$ cat config.mk
export PLATFORM = sky130hd
export DESIGN_NAME = inst_fetch_queue
export DESIGN_NICKNAME = d
export VERILOG_FILES = /design/src/rtl/inst_fetch_queue_pkg.sv /design/src/rtl/inst_fetch_queue.sv
export SDC_FILE = /design/constraint.sdc
export NUM_CORES = 1
export LEC_CHECK = 0
export ABC_AREA = 1
export CAP_MARGIN = 25
export CORE_MARGIN = 2
export CORE_UTILIZATION = 40
export CTS_CLUSTER_SIZE = 20
export DETAILED_ROUTE_END_ITERATION = 16
export PLACE_DENSITY = 0.69
export REMOVE_ABC_BUFFERS = 1
export SYNTH_ARGS = -nofsm -noshare
export SYNTH_HDL_FRONTEND = slang
export SYNTH_SLANG_ARGS = --single-unit
$ cat constraint.sdc
create_clock -name clk -period 7 [get_ports clk]
set_input_delay 0.7 -clock clk [delete_from_list [all_inputs] [get_ports clk]]
set_output_delay 0.7 -clock clk [all_outputs]
set_load 0.05 [all_outputs]
$ cat src/rtl/inst_fetch_queue_pkg.sv
// Shared core constants and helper types for the instruction fetch queue.
// Holds the default queue depth, instruction/PC widths, the stored entry
// layout and the in-order pop-count rule used by the queue.
package inst_fetch_queue_pkg;

    localparam int IFQ_DEPTH_DEFAULT = 8;
    localparam int INST_W            = 32;
    localparam int PC_W              = 32;

    // One queue entry: PC in the upper half, instruction word in the lower half.
    typedef struct packed {
        logic [PC_W-1:0]   pc;
        logic [INST_W-1:0] inst;
    } ifq_entry_t;

    // Number of instructions decode takes this cycle. Consumption is strictly
    // in order: slot 1 can only go together with slot 0.
    function automatic logic [1:0] ifq_pop_count(input logic [1:0] ready,
                                                 input logic [1:0] valid);
        logic [1:0] n;
        case ({ready[0] & valid[0], ready[1] & valid[1]})
            2'b10:   n = 2'd1;
            2'b11:   n = 2'd2;
            2'b00:   n = 2'd0;
            2'b01:   n = 2'd0;
            default: n = 2'd0;
        endcase
        return n;
    endfunction

    // Number of instructions delivered by one accepted icache pair.
    function automatic logic [1:0] ifq_push_count(input logic accept,
                                                  input logic pair);
        logic [1:0] n;
        case ({accept, pair})
            2'b10:   n = 2'd1;
            2'b11:   n = 2'd2;
            2'b00:   n = 2'd0;
            2'b01:   n = 2'd0;
            default: n = 2'd0;
        endcase
        return n;
    endfunction

endpackage

$ cat src/rtl/inst_fetch_queue.sv
// Instruction fetch queue between the icache and decode.
// Circular register-array buffer of {pc, inst} entries. Accepts up to two
// instructions per cycle from the icache and hands up to two per cycle to
// decode. in_ready depends only on the registered count, so the icache
// handshake has no combinational path from decode. A flush empties the queue
// in one cycle; the synchronous active-low reset overrides everything.
module inst_fetch_queue
    import inst_fetch_queue_pkg::*;
#(
    parameter int DEPTH = IFQ_DEPTH_DEFAULT
) (
    input  logic                 clk,
    input  logic                 rstn,
    input  logic                 in_valid,
    input  logic [63:0]          in_inst,
    input  logic [PC_W-1:0]      in_pc,
    input  logic                 in_flag,
    output logic                 in_ready,
    input  logic                 flush,
    output logic [1:0]           out_valid,
    output logic [INST_W-1:0]    out_inst0,
    output logic [INST_W-1:0]    out_inst1,
    output logic [PC_W-1:0]      out_pc0,
    output logic [PC_W-1:0]      out_pc1,
    input  logic [1:0]           out_ready
);

    localparam int PW = $clog2(DEPTH);
    localparam int CW = PW + 1;

    // Two free slots are needed before a pair can be taken.
    localparam logic [CW-1:0] READY_MAX = CW'(DEPTH - 2);
    localparam logic [CW-1:0] CNT_ONE   = CW'(1);
    localparam logic [CW-1:0] CNT_TWO   = CW'(2);

    ifq_entry_t          entries_q [DEPTH];
    logic [PW-1:0]       head_q;
    logic [PW-1:0]       head_d;
    logic [PW-1:0]       tail_q;
    logic [PW-1:0]       tail_d;
    logic [CW-1:0]       count_q;
    logic [CW-1:0]       count_d;

    logic                push_s;
    logic [1:0]          push_n_s;
    logic [1:0]          pop_n_s;
    logic [1:0]          out_valid_s;
    logic [PW-1:0]       head_p1_s;
    logic [PW-1:0]       tail_p1_s;
    ifq_entry_t          lo_entry_s;
    ifq_entry_t          hi_entry_s;

    // Occupancy-derived status, all from registered state only.
    always_comb begin
        in_ready       = (count_q <= READY_MAX);
        out_valid_s[0] = (count_q >= CNT_ONE);
        out_valid_s[1] = (count_q >= CNT_TWO);
        out_valid      = out_valid_s;
    end

    // Push/pop qualification; pointer arithmetic wraps naturally at DEPTH.
    always_comb begin
        push_s     = in_valid & in_ready & ~flush & rstn;
        push_n_s   = ifq_push_count(push_s, in_flag);
        pop_n_s    = ifq_pop_count(out_ready, out_valid_s);
        head_p1_s  = head_q + PW'(1);
        tail_p1_s  = tail_q + PW'(1);
        lo_entry_s = '{pc: in_pc, inst: in_inst[31:0]};
        hi_entry_s = '{pc: in_pc + 32'd4, inst: in_inst[63:32]};
    end

    // Next-state for pointers and count; flush empties the queue.
    always_comb begin
        head_d  = head_q;
        tail_d  = tail_q;
        count_d = count_q;
        if (flush) begin
            head_d  = '0;
            tail_d  = '0;
            count_d = '0;
        end else begin
            head_d  = head_q + PW'(pop_n_s);
            tail_d  = tail_q + PW'(push_n_s);
            count_d = count_q + CW'(push_n_s) - CW'(pop_n_s);
        end
    end

    // Pointer and count registers with synchronous active-low reset.
    always_ff @(posedge clk) begin
        if (!rstn) begin
            head_q  <= '0;
            tail_q  <= '0;
            count_q <= '0;
        end else begin
            head_q  <= head_d;
            tail_q  <= tail_d;
            count_q <= count_d;
        end
    end

    // Entry storage write; the second word lands at tail+1, wrapping to entry 0.
    always_ff @(posedge clk) begin
        if (push_s) begin
            entries_q[tail_q] <= lo_entry_s;
            if (in_flag) begin
                entries_q[tail_p1_s] <= hi_entry_s;
            end
        end
    end

    // Head and head+1 read ports toward decode.
    always_comb begin
        out_inst0 = entries_q[head_q].inst;
        out_pc0   = entries_q[head_q].pc;
        out_inst1 = entries_q[head_p1_s].inst;
        out_pc1   = entries_q[head_p1_s].pc;
    end

endmodule

Word level (Yosys, flattened, before mapping)
Memory sizes are Yosys's and may differ from the RTL's. A register that Yosys moved wholly into a read port is not among the register bits.
Cells that the tools add are included.
{ "totals": {"word_cells": 40, "rom_bits": 0, "latch_bits": 0, "n_memories": 1, "out_inout_bits": 131, "ram_bits": 512, "reg_bits": 10, "in_bits": 103} }
{ "memory_table": {"columns": ["name", "words", "word_bits", "read_ports", "rd_ports_with_merged_regs", "write_ports", "line_no", "source"], "rows": [
  ["entries_q", 8, 64, 2, 1, 2, "inst_fetch_queue.sv:36", "ifq_entry_t entries_q [DEPTH];"]
]} }
{ "op_classes": {"n_eq_ne": 6, "mul": 0, "shifts": 0, "n_reduce_logical": 5, "n_lt_le_gt_ge": 3, "n_div": 0, "n_mux": 8, "n_addsub": 7, "n_bitwise": 7} }
{ "ops": {"columns": ["cell", "n"], "rows": [
  ["32-bit by 3-bit adder with 32-bit output (second input constant)", 1],
  ["2-bit one-hot mux with 3 select lines", 2],
  ["2-bit == test (second input constant)", 4],
  ["3-bit by 1-bit adder with 3-bit output (second input constant)", 2],
  ["3-bit by 2-bit adder with 3-bit output", 2],
  ["2-bit OR reduction", 3],
  ["1-bit bitwise AND", 5],
  ["1-bit two-way mux", 5],
  ["4-bit by 2-bit adder with 4-bit output", 1],
  ["2-bit by 1-bit == test with 1-bit output (second input constant)", 2],
  ["4-bit by 1-bit >= comparator with 1-bit output (second input constant)", 1],
  ["4-bit by 2-bit >= comparator with 1-bit output (second input constant)", 1],
  ["4-bit by 3-bit <= comparator with 1-bit output (second input constant)", 1],
  ["2-bit logical NOT", 2],
  ["4-bit by 2-bit subtractor with 4-bit output", 1],
  ["3-bit two-way mux", 1],
  ["1-bit inverter", 2]
]} }

Logic depth before layout (Yosys ltp)
Gate-level depths: netlist (run 1).
{ "depth": {"word_depth": 9, "depth_mapped": 17} }

Worst setup path before layout (run 1)
OpenSTA, ideal clock, no wires.
{ "synth_timing": {"path_type": "flip-flop to flip-flop", "startpoint": "reg count_q[3]", "endpoint": "mem entries_q[5][0] (netlist name), enable pin", "required_ps": 6426, "arrival_ps": 6088, "period_less_slack_ps": 6662, "setup_slack_ps": 338, "path_stages_with_launch": 11, "path_buffers": 1, "cell_sequence": "dfxtp_1 > inv_1 > ha_1 > nand2_1 > nand2_1 > nand2_1 > nand3_2 > buf_6 > inv_1 > nand2_1 > o21ai_0"} }
{ "synth_rtl": {"columns": ["item", "line_no", "source"], "rows": [
  ["start: declaration", "inst_fetch_queue.sv:41", "logic [CW-1:0] count_q;"],
  ["start signal: assignment", "inst_fetch_queue.sv:97", "count_q <= count_d;"],
  ["end: declaration", "inst_fetch_queue.sv:36", null]
]} }

Final worst setup path (run 1)
{ "layout_timing": {"startpoint": "reg head_q[1]", "endpoint": "out out_pc1[18]"} }
{ "layout_via": {"elab_chain_cells": 2} }
{ "layout_lines": {"columns": ["item", "line_no", "source"], "rows": [
  ["start: declaration", "inst_fetch_queue.sv:37", "logic [PW-1:0] head_q;"],
  ["start signal: assignment", "inst_fetch_queue.sv:91", "head_q <= '0;"],
  ["start signal: assignment", "inst_fetch_queue.sv:95", "head_q <= head_d;"],
  ["3-bit by 1-bit adder with 3-bit output", "inst_fetch_queue.sv:66", "head_p1_s = head_q + PW'(1);"],
  ["memory read 8 x 64 bit", null, null],
  ["end: declaration", "inst_fetch_queue.sv:24", "output logic [PC_W-1:0] out_pc1,"]
]} }
Every way passes these cells.

==> results_dict.tcl, run 1 <==
set metrics [dict create \
    status "completed" \
    antenna_found_initial 8 \
    die_area_um2 81800 \
    rsz0062_at_grt "no" \
    drc 0 \
    clk_pin_slew_worst_paths_ns 0.06 \
    fp.dieW_um 286 \
    dieHeight_um 286 \
    coreArea_um2 78900 \
    ys_warn_count 0 \
    setup_viol 0 \
    synth_area_um2 31800 \
    grtUsageTotal_pct 24.9 \
    p_seq_share_pct 34.6 \
    wl_um 104000 \
    nets 4161 \
    postCtsSetupBuffers 0 \
    totalPowerFinal_w 0.0102 \
    synthMuxAreaShare_pct 0 \
    synthAdderAreaFrac_pct 0.685 \
    viasPerCell 5.62 \
    fillerInstances 7557 \
    wl_per_cell_um 20.3 \
    critPathRequiredTime_ns 6.30 \
    max_slew.worst_pin.slew_ns 1.14 \
    port_buffers 233 \
    ios 234 \
    clock.fmax_mhz 181 \
    path_max_fanout 154 \
    end_kind "output port" \
    postCtsHoldBufs 0 \
    path_class "register to output port" \
    p_leak_nw 12.9 \
    gp_congestion 0.852 \
    intPower_w 0.00635 \
    cts_tree "yes" \
    first_pass_iters 6 \
    relSlewSlack_pct 24.0 \
    cp.arrival_ns 4.82 \
    grt_pass1_vias 27300 \
    final_cell_mix "nand2_1, o21ai_0, edfxtp_1" \
    cts_sinks 522 \
    switching_share_pct 38.0 \
    cts_buffers 59 \
    overflow 0 \
    hold_class "register to register" \
    synth_top_family_by_area "compound AO/OA/AOI/OAI gates" \
    start_kind "register" \
    cts_resized 0 \
    drt_iter0_drc 2992 \
    period_share_pct 78.9 \
    ant_nets 0 \
    ys_seq_elements 522 \
    finalHoldViolCount 0 \
    num_rows 103 \
    clk_path_buf_depth 3 \
    dr_total_vias 28900 \
    synthDistinctLibCells 35 \
    layout-drive-gt1-share_pct 4.13 \
    switchingPower_w 0.00389 \
    clockPowerShare_pct 29.6 \
    vdd_drop_max_mv 0.347 \
    syn_inst 4054 \
    syn_to_final_growth_pct 14.3 \
    synth_compound_area_share_pct 23.4 \
    hold-worst-slack_ns 0.616 \
    clk_latency_ns 0.62 \
    yosys.area_share.simple_pct 18.2 \
    initial_core_util_pct 40.3 \
    yosysSeqAreaShare_pct 49.0 \
    synth.avg_cell_area_um2 7.85 \
    synth_xor_area_share_pct 0.732 \
    skew_ns 0.0301 \
    grt_max_degree 193 \
    root_buffer "clkbuf_16" \
    combinationalPowerShare_pct 35.7 \
    power.density_nw_per_um2 281 \
    dp_hpwl_um 58800 \
    cts_max_level 2 \
    mostFrequentLayoutCell "nand2_1" \
    timing.final.crit_period_ns 5.52 \
    finalMaxSlewViolations 0 \
    grt_pass1_wl_um 157000 \
    drv_cap 0 \
]
-- synthesized netlist by cell type --
cell type	instances	area, µm²
nor3_2	3	30.0
edfxtp_1	512	15400
nor2_1	448	1680
buf_2	126	631
nor2_4	1	11.3
xnor2_1	2	17.5
nand4_1	2	12.5
nor2_2	4	25.0
nand3_1	81	405
nand3b_1	4	30.0
nand3_2	1	10.0
fa_1	4	80.1
o21ai_0	935	4680
nor3_1	1	5.00
xnor2_2	1	16.3
nand2_2	2	12.5
clkbuf_1	142	533
xor2_1	19	166
dfxtp_1	10	200
a21boi_0	1	7.51
nor3_4	1	16.3
buf_4	43	323
ha_1	11	138
nand2_1	946	3550
buf_6	7	78.8
a21oi_1	319	1600
o21a_1	128	961
buf_1	39	146
inv_1	216	811
xor2_2	2	32.5
o31ai_1	4	30.0
inv_2	6	22.5
or2_2	1	6.26
o21ai_1	31	155
a211oi_1	1	7.51
-- worst paths after layout --
path         startpoint          endpoint  slack (ns)  cells after the start
min reg2reg  count_q[0]        count_q[0]        0.62                      3
max reg2reg   tail_q[0]  entries_q[6][40]        3.26                      8
max           head_q[1]       out_pc1[18]        1.48                      6
min          count_q[0]        count_q[0]        0.62                      3
-- worst max-delay path, stage by stage (launching register included) --
cell	delay, ns
dfxtp_4	0.91
ha_4	0.73
buf_12	0.62
o21ai_0	0.20
o21a_1	0.21
a21oi_1	0.52
clkdlybuf4s50_1	0.93
-- through the flow --
step,cell area [µm²],util [%],setup slack (ns),setup TNS (ns),instances
final,36400,46.1,1.48,0,5142
after global routing,36400,46.1,1.25,0,5141
after CTS,36300,46.0,1.58,0,5138
after detailed placement,34400,43.7,2.27,0,5029
after global placement,34400,43.6,2.24,0,5027
after floorplan,30100,-,-12.75,-1684.78,3697
-- per-layer routing --
layer  part of all wire (%)  up-vias  wire length [µm]  global-route usage, %
li1                       -    13700                 -                      -
met4                    3.1       16              3260                   8.91
met2                     46     1458             48400                   40.7
met5                   0.10        -               108                      0
met3                     10      225             10500                   4.90
met1                     40    13500             42200                   32.8
-- state kept, by name, summed over array words and instances (netlist names) --
signal,flops
entries_q,512
count_q,4
head_q,3
tail_q,3
-- layout make-up --
| class | instances | area (µm²) | share of cell area, % |
|---|---|---|---|
| inverter | 222 | 847 | 2.33 |
| clock inverter | 35 | 309 | 0.850 |
| tap | 1050 | 1310 | 3.61 |
| timing repair buffer | 285 | 2890 | 7.95 |
| multi-input combinational | 2953 | 13900 | 38.1 |
| clock buffer | 74 | 1550 | 4.27 |
| antenna | 1 | 2.50 | 0.00688 |
| sequential | 522 | 15600 | 42.9 |
-- power groups by stage --
stage / logic [W] / registers [W] / clock network, W
after floorplan: 0.00240 / 0.00369 / 0
after global placement: 0.00359 / 0.00361 / 0
after detailed placement: 0.00362 / 0.00361 / 0
after CTS: 0.00364 / 0.00354 / 0.00306
after global routing: 0.00394 / 0.00355 / 0.00320
final: 0.00366 / 0.00354 / 0.00303
-- cells by family (layout without fill, tap and decap cells) --
group / Yosys count / count (layout)
compound gates: 1419 / 1419
xor+xnor: 24 / 24
fa+ha+maj: 15 / 15
buf+inv: 579 / 616
flops: 522 / 522
other cells: 0 / 1
simple gates: 1495 / 1495
Power figures use the tool's default switching activity.
==> run 2, diff against run 1 <==
==> constraint.sdc (replaced) <==
create_clock -name clk -period 5.3 [get_ports clk]
set_input_delay 0.53 -clock clk [delete_from_list [all_inputs] [get_ports clk]]
set_output_delay 0.53 -clock clk [all_outputs]
set_load 0.05 [all_outputs]
==> results_dict.tcl, run 2 (synthesized netlist as in run 1, its figures left out) <==
set metrics [dict create \
    reg2reg_from "tail_q[0]" \
    postCtsHoldBufs 0 \
    p_seq_share_pct 34.5 \
    path_class "register to output port" \
    clockPowerShare_pct 29.7 \
    rsz0062_at_grt "no" \
    dr_total_vias 29200 \
    nets 4172 \
    dieHeight_um 286 \
    die_area_um2 81800 \
    layout-drive-gt1-share_pct 4.49 \
    first_pass_iters 6 \
    relSlewSlack_pct 31.7 \
    ant_nets 0 \
    drt_iter0_drc 3226 \
    path_max_fanout 89 \
    totalPowerFinal_w 0.0135 \
    ios 234 \
    p_leak_nw 13.0 \
    power.density_nw_per_um2 370 \
    clk_path_buf_depth 3 \
    gp_congestion 0.850 \
    wl_per_cell_um 20.6 \
    start_kind "register" \
    end_kind "output port" \
    dp_hpwl_um 58200 \
    antenna_found_initial 13 \
    overflow 0 \
    status "completed" \
    switching_share_pct 38.1 \
    timing.final.crit_period_ns 4.79 \
    cts_max_level 2 \
    finalHoldViolCount 0 \
    grt_pass1_vias 27300 \
    vdd_drop_max_mv 0.357 \
    wl_um 106000 \
    cts_sinks 522 \
    syn_to_final_growth_pct 15.1 \
    grt_pass1_wl_um 158000 \
    num_rows 103 \
    fillerInstances 7491 \
    clk_latency_ns 0.62 \
    hold_class "primary input to register" \
    setup_viol 0 \
    grtUsageTotal_pct 25.1 \
    postCtsSetupBuffers 0 \
    viasPerCell 5.66 \
    cts_buffers 59 \
    final_cell_mix "nand2_1, o21ai_0, edfxtp_1" \
    skew_ns 0.0141 \
    min-delay-start "rstn" \
    largest_register "entries_q" \
    cts_tree "yes" \
    cts_resized 0 \
    intPower_w 0.00838 \
    clock.fmax_mhz 209 \
    drv_cap 0 \
    coreArea_um2 78900 \
    combinationalPowerShare_pct 35.8 \
    drc 0 \
    port_buffers 233 \
    mostFrequentLayoutCell "nand2_1" \
    period_share_pct 90.3 \
    clk_pin_slew_worst_paths_ns 0.06 \
    finalMaxSlewViolations 0 \
    critPathRequiredTime_ns 4.77 \
    largest_register_ffs 512 \
    max_slew.worst_pin.slew_ns 1.02 \
    grt_max_degree 209 \
    initial_core_util_pct 40.3 \
    reg.largest.list "entries_q: 512 flops, count_q: 4 flops" \
    fp.dieW_um 286 \
    cp.arrival_ns 4.26 \
    crit_start "head_q[0]" \
    hold-worst-slack_ns 0.500 \
    switchingPower_w 0.00516 \
    root_buffer "clkbuf_16" \
]
run 2: cell count changes in the layout (fill, tap and decap cells not counted), sizes merged:
cell      delta
clkinvlp     +2
diode        +1
clkinv       -1
bufinv       -1
inv          -1
buf         +11
run 2: worst max-delay path: stages, from the launching register on:
cell and delay, ns:
dfxtp_4 0.79, buf_4 0.56, buf_4 0.72, o21ai_0 0.22
o21a_1 0.21, a21oi_1 0.21, clkdlybuf4s50_1 0.84
run 2: worst paths after layout:
kind         cells after the start  slack, ns                to
max                              6       0.51     out_inst1[12]
min                              3       0.50        count_q[3]
max reg2reg                      8       1.78  entries_q[6][23]
min reg2reg                      3       0.61        count_q[0]
run 2: cell type report:
| cell class | count | area [µm²] | area share, % |
|---|---|---|---|
| multi-input combinational | 2953 | 13900 | 37.9 |
| tap | 1050 | 1310 | 3.59 |
| timing repair buffer | 296 | 3130 | 8.56 |
| clock inverter | 34 | 279 | 0.762 |
| sequential | 522 | 15600 | 42.6 |
| antenna | 2 | 5.00 | 0.0137 |
| inverter | 222 | 847 | 2.31 |
| clock buffer | 74 | 1580 | 4.30 |
run 2: power groups by stage:
| stage | combinational [W] | sequential (W) | clock [W] |
|---|---|---|---|
| 6_report | 0.00485 | 0.00467 | 0.00402 |
| 5_1_grt | 0.00522 | 0.00467 | 0.00421 |
| 4_1_cts | 0.00483 | 0.00467 | 0.00405 |
| 3_5_place_dp | 0.00481 | 0.00475 | 0 |
| 3_3_place_gp | 0.00476 | 0.00475 | 0 |
| 2_1_floorplan | 0.00316 | 0.00488 | 0 |
run 2: metal layers:
layer	routed length (µm)	vias to the layer above	GRT usage (%)
met5	143	-	0
met4	3750	22	8.85
met3	11400	280	5.23
met2	47700	1462	40.1
met1	43000	13700	33.7
li1	-	13700	-
run 2: through the flow:
| stage | setup TNS [ns] | instance area, µm² | worst slack (ns) | std cells | utilization [%] |
|---|---|---|---|---|---|
| CTS | 0 | 36600 | 0.577 | 5151 | 46.4 |
| detailed placement | 0 | 34700 | 1.25 | 5043 | 44.0 |
| floorplan | -2640.61 | 30100 | -14.28 | 3697 | - |
| global placement | 0 | 34700 | 1.29 | 5041 | 44.0 |
| global route | 0 | 36600 | 0.308 | 5152 | 46.4 |
| finish | 0 | 36600 | 0.512 | 5153 | 46.4 |
